File: src/rtl/iomem_fabric_pkg.sv
// iomem_fabric_pkg: shared FSM state type and default constants for iomem_fabric.
package iomem_fabric_pkg;
    typedef enum logic [1:0] {IDLE, ACCESS, RESP} state_t;
    localparam logic [63:0] DEFAULT_SLOT_BASE   = 64'h0A09_0807_0605_0403;
    localparam logic [7:0]  DEFAULT_STATUS_BASE = 8'h0F;
    localparam logic [31:0] TIMEOUT_RDATA       = 32'hFFFF_FFFF;
endpackage

File: src/rtl/iomem_decode.sv
// iomem_decode: combinational map of addr[31:24] to slot hit/index and status-register select.
module iomem_decode
    import iomem_fabric_pkg::*;
#(
    parameter int                     NUM_SLOTS   = 8,
    parameter logic [NUM_SLOTS*8-1:0] SLOT_BASE   = (NUM_SLOTS*8)'(DEFAULT_SLOT_BASE),
    parameter logic [7:0]             STATUS_BASE = DEFAULT_STATUS_BASE
)(
    input  logic [7:0] i_addr_hi,
    output logic       o_hit,
    output logic [3:0] o_slot_idx,
    output logic       o_is_status
);
    always_comb begin
        o_hit      = 1'b0;
        o_slot_idx = '0;
        // Descending scan so the lowest matching index is the one left standing.
        for (int i = NUM_SLOTS - 1; i >= 0; i--) begin
            if (i_addr_hi == SLOT_BASE[8*i +: 8]) begin
                o_hit      = 1'b1;
                o_slot_idx = 4'(i);
            end
        end
        o_is_status = i_addr_hi == STATUS_BASE;
    end
endmodule

File: src/rtl/iomem_fabric.sv
// iomem_fabric: routes one master onto NUM_SLOTS peripheral slots plus a status register.
// Define IOMEM_FABRIC_TIMEOUT_EN to add the access timeout counter and error logging.
module iomem_fabric
    import iomem_fabric_pkg::*;
#(
    parameter int                     NUM_SLOTS      = 8,
    parameter logic [NUM_SLOTS*8-1:0] SLOT_BASE      = (NUM_SLOTS*8)'(DEFAULT_SLOT_BASE),
    parameter logic [7:0]             STATUS_BASE    = DEFAULT_STATUS_BASE,
    parameter int                     TIMEOUT_CYCLES = 1023
)(
    input  logic                    clk,
    input  logic                    reset,
    input  logic                    m_valid,
    output logic                    m_ready,
    input  logic [3:0]              m_wstrb,
    input  logic [31:0]             m_addr,
    input  logic [31:0]             m_wdata,
    output logic [31:0]             m_rdata,
    output logic [NUM_SLOTS-1:0]    s_valid,
    input  logic [NUM_SLOTS-1:0]    s_ready,
    input  logic [NUM_SLOTS*32-1:0] s_rdata,
    output logic [3:0]              s_wstrb,
    output logic [31:0]             s_addr,
    output logic [31:0]             s_wdata,
    output logic                    err_irq
);
    state_t                r_state, w_state_nxt;
    logic                  w_hit, w_is_status, w_start, w_sel_ready, w_timeout;
    logic [3:0]            w_idx, r_slot, r_wstrb;
    logic [NUM_SLOTS-1:0]  w_onehot, r_s_valid, w_s_valid_nxt;
    logic                  r_m_ready, w_m_ready_nxt;
    logic [31:0]           r_m_rdata, w_m_rdata_nxt, w_sel_rdata, w_status, r_addr, r_wdata;
    logic [7:0]            w_err_count;
    logic [3:0]            w_err_slot;
    logic [15:0]           w_err_addr;

    iomem_decode #(.NUM_SLOTS(NUM_SLOTS), .SLOT_BASE(SLOT_BASE), .STATUS_BASE(STATUS_BASE)) u_decode (
        .i_addr_hi  (m_addr[31:24]),
        .o_hit      (w_hit),
        .o_slot_idx (w_idx),
        .o_is_status(w_is_status)
    );

    assign w_start     = r_state == IDLE && m_valid;
    assign w_sel_ready = |(s_ready & r_s_valid);
    assign w_status    = {w_err_count, w_err_slot, 4'b0, w_err_addr};

    // Read data follows the latched slot index; ready only qualifies completion.
    always_comb begin
        w_onehot    = '0;
        w_sel_rdata = '0;
        for (int i = 0; i < NUM_SLOTS; i++) begin
            w_onehot[i] = w_idx == 4'(i);
            if (r_slot == 4'(i)) w_sel_rdata = s_rdata[32*i +: 32];
        end
    end

    always_comb begin
        w_state_nxt   = r_state;
        w_m_ready_nxt = 1'b0;
        w_m_rdata_nxt = r_m_rdata;
        w_s_valid_nxt = r_s_valid;
        case (r_state)
            IDLE: if (m_valid) begin
                if (w_hit) begin
                    w_state_nxt   = ACCESS;
                    w_s_valid_nxt = w_onehot;
                end else begin
                    w_state_nxt   = RESP;
                    w_m_ready_nxt = 1'b1;
                    w_m_rdata_nxt = (w_is_status && m_wstrb == 4'b0) ? w_status : '0;
                end
            end
            ACCESS: if (!m_valid) begin
                w_state_nxt   = IDLE;
                w_s_valid_nxt = '0;
            end else if (w_sel_ready || w_timeout) begin
                w_state_nxt   = RESP;
                w_m_ready_nxt = 1'b1;
                w_m_rdata_nxt = w_sel_ready ? w_sel_rdata : TIMEOUT_RDATA;
                w_s_valid_nxt = '0;
            end
            default: w_state_nxt = IDLE;
        endcase
    end

    always_ff @(posedge clk or posedge reset) begin
        if (reset) begin
            r_state   <= IDLE;
            r_m_ready <= 1'b0;
            r_m_rdata <= '0;
            r_s_valid <= '0;
        end else begin
            r_state   <= w_state_nxt;
            r_m_ready <= w_m_ready_nxt;
            r_m_rdata <= w_m_rdata_nxt;
            r_s_valid <= w_s_valid_nxt;
        end
    end

    always_ff @(posedge clk or posedge reset) begin
        if (reset) begin
            r_slot  <= '0;
            r_wstrb <= '0;
            r_addr  <= '0;
            r_wdata <= '0;
        end else if (w_start) begin
            r_slot  <= w_idx;
            r_wstrb <= m_wstrb;
            r_addr  <= m_addr;
            r_wdata <= m_wdata;
        end
    end

`ifdef IOMEM_FABRIC_TIMEOUT_EN
    logic [15:0] r_cnt, w_cnt_inc, r_err_addr;
    logic [7:0]  r_err_count;
    logic [3:0]  r_err_slot;
    logic        r_err_irq;

    assign w_cnt_inc = r_cnt + 16'd1;
    // A ready on the final cycle completes normally and records no error.
    assign w_timeout = r_state == ACCESS && m_valid && !w_sel_ready && w_cnt_inc == 16'(TIMEOUT_CYCLES);

    always_ff @(posedge clk or posedge reset) begin
        if (reset) begin
            r_cnt       <= '0;
            r_err_irq   <= 1'b0;
            r_err_count <= '0;
            r_err_slot  <= '0;
            r_err_addr  <= '0;
        end else begin
            r_cnt     <= r_state == ACCESS ? w_cnt_inc : '0;
            r_err_irq <= w_timeout;
            if (w_timeout) begin
                r_err_count <= r_err_count == 8'hFF ? r_err_count : r_err_count + 8'd1;
                r_err_slot  <= r_slot;
                r_err_addr  <= r_addr[31:16];
            end else if (w_start && !w_hit && w_is_status && |m_wstrb) begin
                r_err_count <= '0;
            end
        end
    end

    assign err_irq     = r_err_irq;
    assign w_err_count = r_err_count;
    assign w_err_slot  = r_err_slot;
    assign w_err_addr  = r_err_addr;
`else
    assign w_timeout   = 1'b0;
    assign err_irq     = 1'b0;
    assign w_err_count = '0;
    assign w_err_slot  = '0;
    assign w_err_addr  = '0;
`endif

    assign m_ready = r_m_ready;
    assign m_rdata = r_m_rdata;
    assign s_valid = r_s_valid;
    assign s_wstrb = r_wstrb;
    assign s_addr  = r_addr;
    assign s_wdata = r_wdata;
endmodule
File: config.mk
export PLATFORM = sky130hd
export DESIGN_NAME = iomem_fabric
export DESIGN_NICKNAME = d
export VERILOG_FILES = /design/src/rtl/iomem_fabric_pkg.sv /design/src/rtl/iomem_decode.sv /design/src/rtl/iomem_fabric.sv
export SDC_FILE = /design/constraint.sdc
export NUM_CORES = 1
export LEC_CHECK = 0
export CAP_MARGIN = 25
export CORE_AREA = 2 2 172 174
export CTS_BUF_LIST = sky130_fd_sc_hd__clkbuf_16
export DETAILED_ROUTE_END_ITERATION = 7
export DIE_AREA = 0 0 174 176
export PLACE_DENSITY_LB_ADDON = 0.3
export SYNTH_ARGS = -nofsm -noshare
export SYNTH_HDL_FRONTEND = slang
export SYNTH_SLANG_ARGS = --single-unit
File: constraint.sdc
create_clock -name clk -period 7.4 [get_ports clk]
set_clock_uncertainty 0.15 [all_clocks]
set_input_delay 1.85 -clock clk [delete_from_list [all_inputs] [get_ports clk]]
set_output_delay 1.85 -clock clk [all_outputs]
set_load 0.005 [all_outputs]
==> qor.yml, run 1 <==
yosys:
  synth_nets: 1002
  syn-instance-count: 667
  synth_seq_area_share_pct: 43.85
  ys_async_sr_fraction_pct: 100.0
  synth.distinct_cells: 47
  avgSynthCellArea_um2: 9.754
  ys_warn_count: 0
  synth-edff-count: 0
  syn_area_mm2: 0.006506
  ys.flop_type: "dfrtp_1"
  ys_ff_latch: 114
power:
  p_per_area_mw_per_mm2: 169.7
  seqPwrFrac_pct: 36.1
  power.leakage_nw: 4.790
  ir_worst_vdd_mv: 0.1190
  clockPowerShare_pct: 38.9
  p_comb_share_pct: 25.0
  netSwitchingFraction_pct: 27.63
  p_sw_mw: 0.5541
  intPower_mw: 1.451
grt:
  grt_pass1_wl_um: 43010
  grt_max_degree: 81
  overflow: 0
  antenna_found_initial: 5
  grt_pass1_vias: 7243
  globalRouteTotalUtil_pct: 18.29
timing:
  rsz0062_at_grt: "false"
  worst_slew_pin_slew_ns: 1.033
  final-hold-violation-count: 0
  fin_crit_ns: 3.794
  tns_ns: 0
  drv_slew: 0
  max-slew-margin-rel_pct: 31.16
  report.final.setup_viol: 0
  fin_crit_sh_pct: 51.28
  clock.fmax_mhz: 263.5
routing:
  wl_per_cell_um: 19.38
  num_vias: 6801
  wl_um: 28770
  route.detailed.drc: 0
  firstDrtPassIters: 4
  drtIter0Drc: 301
  via_per_inst: 4.583
  ant_nets: 0
final_layout:
  final_common_cell: "clkdlybuf4s50_1"
  final_cell_mix: "clkdlybuf4s50_1, nand2_1, dfrtp_1"
  layout-drive-gt1-share_pct: 11.13
  n_fill_cell: 2831
  final_util_pct: 41.41
  nNetsFinal: 1418
  syn_to_final_growth_pct: 81.67
clock_tree:
  clk_path_buf_depth: 2
  hold_buffers: 0
  cts-buffers-inserted: 17
  clock_latency_ns: 0.40
  cts_tree: "done"
  ctsResizeCount: 0
  cts.reportedPaths.clkPinSlew_ns: 0.06
  cts-htree-levels: 4
  cts_setup_buffers: 0
  clockRootBuffer: "clkbuf_16"
  cts.sinks: 114
die:
  ios: 445
  die-area_mm2: 0.03062
  core.rowCount: 62
  die_h_um: 176
  coreArea_mm2: 0.02855
  die_w_um: 174
  start_util_pct: 22.79
critical_path:
  r2r_cells: 6
  reg2reg_to: "m_rdata[21]"
  crit_required_ns: 7.56
  crit_end: "m_rdata[28]"
  end_kind: "register"
  cp-startpoint: "m_addr[31]"
  crit_path_top_delay_cell: "o2111ai_4"
  r2r_start: "r_slot[0]"
  crit_arrival_ns: 3.95
  regToRegSetupSlack_ns: 4.61
  path_class: "in2reg"
  critPathMaxFanout: 21
  path_cells: "clkdlybuf4s50_1 > nor4_4 > nand3_2 > o2111ai_4 > buf_16 > o2bb2ai_1"
  slowest_delay_ns: 0.57
  cp-start-kind: "input pin"
placed_design:
  gp_congestion: 0.7841
  portBuffers: 443
  dp_hpwl_um: 21500
flow_run:
  maxCapViolCount: 0
run_status:
  status: "complete, no violations"
min_path:
  hold_class: "reg2reg"
-- cell usage after synthesis, types with 2 or more instances --
cell type,instances,area [µm²]
nand3b_1,2,15.01
o221ai_1,38,332.8
o2bb2ai_2,3,45.04
a22oi_1,8,60.06
a21oi_1,4,20.02
o2bb2ai_1,34,297.8
mux2i_1,9,90.09
nand2b_1,8,50.05
nand2_1,232,870.8
buf_6,3,33.78
nor2b_1,11,68.82
clkbuf_1,24,90.09
buf_4,4,30.03
mux4_2,22,495.5
o21ai_1,4,20.02
a211oi_1,3,22.52
o22ai_1,23,143.9
nor3_1,2,10.01
buf_1,4,15.01
nand3_1,4,20.02
o221a_2,2,22.52
nor2_1,5,18.77
mux2_2,38,427.9
a21o_1,9,67.56
inv_1,9,33.78
o21ai_0,7,35.03
dfrtp_1,114,2853
buf_2,20,100.1
a41o_1,2,20.02
and2_1,2,12.51
-- final cells by class --
class | instances | area (µm²) | area share [%]
multi-input cells | 489 | 3363 | 28.45
inverters | 9 | 36.28 | 0.3070
clock buffers | 17 | 425.4 | 3.599
well taps | 384 | 480.5 | 4.065
clock inverters | 15 | 121.4 | 1.027
repair buffers | 452 | 4522 | 38.26
diodes | 4 | 10.01 | 0.08468
flip-flops and latches | 114 | 2861 | 24.21
-- per-stage QoR --
stage                     area, µm²  worst slack, ns  instances  hold slack, ns  power (mW)
after floorplan                6506            2.384        667          0.3197      0.8846
after global placement        11240            3.009       1447          0.3062       1.233
after detailed placement      11260            3.123       1448          0.3108       1.240
after global routing          11820            3.397       1482          0.3467       2.118
after CTS                     11810            3.564       1480          0.3268       2.044
final                         11820            3.606       1484          0.3193       2.005
-- critical path: cells and delay by family --
kind	cells	cell delay, ns
AO/OA/AOI/OAI	2	0.70
buffers and inverters	2	0.71
AND/OR/NAND/NOR	2	0.67
-- power groups by stage --
stage               logic [mW]  registers (mW)  clock network, mW
floorplan                0.151           0.734                  0
global placement         0.500           0.732                  0
detailed placement       0.507           0.732                  0
CTS                      0.510           0.725              0.809
global route             0.546           0.733              0.839
finish                   0.502           0.724              0.780
-- sequential cells by signal (all words and copies together) (netlist names) --
name     cells
s_addr      32
m_ready      1
m_rdata     32
r_slot       3
s_wstrb      4
s_wdata     32
s_valid      8
r_state      2
-- worst min-delay path by stage --
stage / start / end / slack (ns) / cells after the start
6_report: s_wdata[30] / s_wdata[30] / 0.32 / 2
5_1_grt: s_addr[4] / s_addr[4] / 0.35 / 2
4_1_cts: s_wdata[19] / s_wdata[19] / 0.33 / 2
3_5_place_dp: s_wdata[18] / s_wdata[18] / 0.31 / 2
3_3_place_gp: s_wdata[29] / s_wdata[29] / 0.31 / 2
2_1_floorplan: s_addr[0] / s_addr[0] / 0.32 / 2
-- routing by layer --
metal / vias up / global-route usage [%] / share of wire, %
met5: - / 0 / 0.031
met4: 2 / 4.797 / 1.4
met3: 22 / 6.568 / 8.9
met2: 297 / 31.18 / 49
met1: 3237 / 21.92 / 40
li1: 3243 / - / -
-- cells by family (layout without fill, tap and decap cells) --
group	Yosys count	after routing	share of synthesized area, %
muxes	69	69	15.58
buffers and inverters	64	493	4.654
and+or+nand+nor	275	275	17.75
DFF	114	114	43.85
AOI/OAI and AO/OA	144	144	18.12
other	1	5	0.05764
Power figures use the tool's default switching activity.
==> run 2, diff against run 1 <==
--- a/config.mk
+++ b/config.mk
@@ -6,10 +6,10 @@
 export NUM_CORES = 1
 export LEC_CHECK = 0
 export CAP_MARGIN = 25
-export CORE_AREA = 2 2 172 174
+export CORE_AREA = 2 2 171 173
 export CTS_BUF_LIST = sky130_fd_sc_hd__clkbuf_16
 export DETAILED_ROUTE_END_ITERATION = 7
-export DIE_AREA = 0 0 174 176
+export DIE_AREA = 0 0 173 175
 export PLACE_DENSITY_LB_ADDON = 0.3
 export SYNTH_ARGS = -nofsm -noshare
 export SYNTH_HDL_FRONTEND = slang
==> constraint.sdc (replaced) <==
create_clock -name clk -period 3.4 [get_ports clk]
set_clock_uncertainty 0.15 [all_clocks]
set_input_delay 0.85 -clock clk [delete_from_list [all_inputs] [get_ports clk]]
set_output_delay 0.85 -clock clk [all_outputs]
set_load 0.005 [all_outputs]
==> run 2 against run 1 <==
  * Sequential cell count unchanged
  * Die area down 1.1%
  * Critical path depth down 2
  * Routed wire length up 1.5%
  * Register-to-register slack worse by 3.9 ns
  * Core utilization up 0.89 points
  * Total power up 130%
  * Hold slack better by 0.00062 ns
  * First-iteration DRC count up 16%
  * Highest routed layer unchanged
==> qor.yml, run 2 (synthesized netlist as in run 1, its figures left out) <==
clock_tree:
  cts_setup_buffers: 0  # unchanged
  cts-htree-levels: 4  # unchanged
  hold_buffers: 0  # unchanged
  cts_tree: "done"  # unchanged
  clk_path_buf_depth: 2  # unchanged
  cts.sinks: 114  # unchanged
  cts-buffers-inserted: 17  # unchanged
  ctsResizeCount: 0  # unchanged
  clock_latency_ns: 0.40  # about the same
  clockRootBuffer: "clkbuf_16"  # unchanged
  cts.reportedPaths.clkPinSlew_ns: 0.06  # about the same
final_layout:
  final_common_cell: "clkdlybuf4s50_1"  # unchanged
  n_fill_cell: 2805  # was 2831
  diodes: 0  # was 4
  nNetsFinal: 1420  # was 1418
  layout-drive-gt1-share_pct: 11.38  # was 11.13%
  syn_to_final_growth_pct: 84.56  # was 81.67%
  final_cell_mix: "clkdlybuf4s50_1, nand2_1, dfrtp_1"  # unchanged
grt:
  met2_usage_pct: 32.75  # was 31.18%
  antenna_found_initial: 4  # was 5
  globalRouteTotalUtil_pct: 18.99  # was 18.29%
  busiest_layer: "met2"  # unchanged
  grt_pass1_vias: 7277  # was 7243
  grt_pass1_wl_um: 44090  # was 43010 µm
  grt_max_degree: 69  # was 81
  met1_usage_pct: 22.60  # was 21.92%
  overflow: 0  # unchanged
  grt_use_met3_pct: 6.527  # was 6.568%
timing:
  drv_slew: 0  # unchanged
  fin_crit_ns: 2.642
  clock.fmax_mhz: 378.5
  final-hold-violation-count: 0  # unchanged
  fin_crit_sh_pct: 77.71
  fin_hold_ws_ns: 0.3199  # was 0.3193 ns
  max-slew-margin-rel_pct: 43.84  # was 31.16%
  worst_slew_pin_slew_ns: 0.8414  # was 1.033 ns
  report.final.setup_viol: 0  # unchanged
  rsz0062_at_grt: "false"  # unchanged
  tns_ns: 0  # unchanged
routing:
  firstDrtPassIters: 5  # was 4
  wl_per_cell_um: 19.70  # was 19.38 µm
  wl_um: 29200  # was 28770 µm
  num_vias: 6872  # was 6801
  drtIter0Drc: 349  # was 301
  ant_nets: 0  # unchanged
  route.detailed.drc: 0  # unchanged
  via_per_inst: 4.637  # was 4.583
critical_path:
  slowest_delay_ns: 0.69  # was 0.57 ns
  path_delay_family: "simple AND/OR/NAND/NOR gates"  # was buffers and inverters
  end_kind: "register"  # unchanged
  critPathMaxFanout: 63  # was 21
  cp-start-kind: "register"  # was input pin
  critPathBufInv: 1  # was 2
  crit_arrival_ns: 2.77  # was 3.95 ns
  path_class: "reg2reg"  # was in2reg
  crit_required_ns: 3.52  # was 7.56 ns
  path_cells: "buf_12 > nand3_2 > o221ai_1 > o2bb2ai_1"  # was clkdlybuf4s50_1 > nor4_4 > nand3_2 > o2111ai_4 > buf_16 > o2bb2ai_1
  crit_path_top_delay_cell: "nand3_2"  # was o2111ai_4
min_path:
  hold_class: "reg2reg"  # unchanged
die:
  die-area_mm2: 0.03028  # was 0.03062 mm²
  die_w_um: 173  # was 174 µm
  ios: 445  # unchanged
  coreArea_mm2: 0.02839  # was 0.02855 mm²
  core.rowCount: 62  # unchanged
  start_util_pct: 22.92  # was 22.79%
  die_h_um: 175  # was 176 µm
flow_run:
  maxCapViolCount: 0  # unchanged
placed_design:
  dp_hpwl_um: 22410  # was 21500 µm
  gp_congestion: 0.8016  # was 0.7841
  portBuffers: 443  # unchanged
run_status:
  status: "complete, no violations"  # unchanged
power:
  p_per_area_mw_per_mm2: 392.0  # was 169.7 mW/mm²
  power.leakage_nw: 4.867  # was 4.790 nW
  ir_worst_vdd_mv: 0.2864  # was 0.1190 mV
  total_power_mw: 4.707  # was 2.005 mW
-- run 2: cell types whose count changed in the layout (fill, tap and decap cells not counted), sizes merged --
| cell | change |
|---|---|
| buf | +2 |
| diode | -4 |
| clkinv | +1 |
| bufinv | +5 |
| inv | -6 |
-- run 2: layout make-up --
| class | count | area [µm²] | share of cell area, % |
|---|---|---|---|
| multi-input combinational | 489 | 3368 | 28.05 |
| clock inverter | 15 | 230.2 | 1.917 |
| clock buffer | 17 | 425.4 | 3.543 |
| timing repair buffer | 454 | 4604 | 38.35 |
| tap | 384 | 480.5 | 4.001 |
| inverter | 9 | 37.54 | 0.3126 |
| sequential | 114 | 2861 | 23.83 |
-- run 2: metrics by stage --
stage          util [%]  cells  instance area (µm²)  setup WS, ns
3_3_place_gp      39.98   1450                11350        0.5434
4_1_cts           42.29   1482                12010        0.7017
5_1_grt           42.29   1482                12010        0.5865
6_report          42.29   1482                12010        0.7577
2_1_floorplan         -    667                 6510         1.015
3_5_place_dp      39.98   1450                11350        0.4939
-- run 2: metal layers --
metal / vias up / routed length [µm]
met2: 299 / 14430
met3: 32 / 2528
met5: - / 32
met1: 3289 / 11710
li1: 3248 / -
met4: 4 / 495
-- run 2: final timing paths --
| check | from | endpoint | slack (ns) | cells past startpoint |
|---|---|---|---|---|
| min in group asynchronous | reset | s_wdata[0] | 0.72 | 2 |
| max | r_slot[1] | m_rdata[12] | 0.76 | 4 |
| max in group asynchronous | reset | m_rdata[20] | 1.66 | 3 |
| max reg2reg | r_slot[1] | m_rdata[12] | 0.76 | 4 |
| min reg2reg | s_wdata[20] | s_wdata[20] | 0.32 | 2 |
| min | s_wdata[20] | s_wdata[20] | 0.32 | 2 |
-- run 2: worst register-to-register path, cell delays in order, from the launching register on --
cell       delay, ns
dfrtp_4         0.63
buf_12          0.34
nand3_2         0.71
o221ai_1        0.58
o2bb2ai_1       0.11
-- run 2: power by group --
group	total (mW)	switching [mW]	internal, mW
clock network	2.03	0.718	1.31
registers	1.58	0.0835	1.49
logic	1.10	0.377	0.725
total	4.71	1.18	3.53
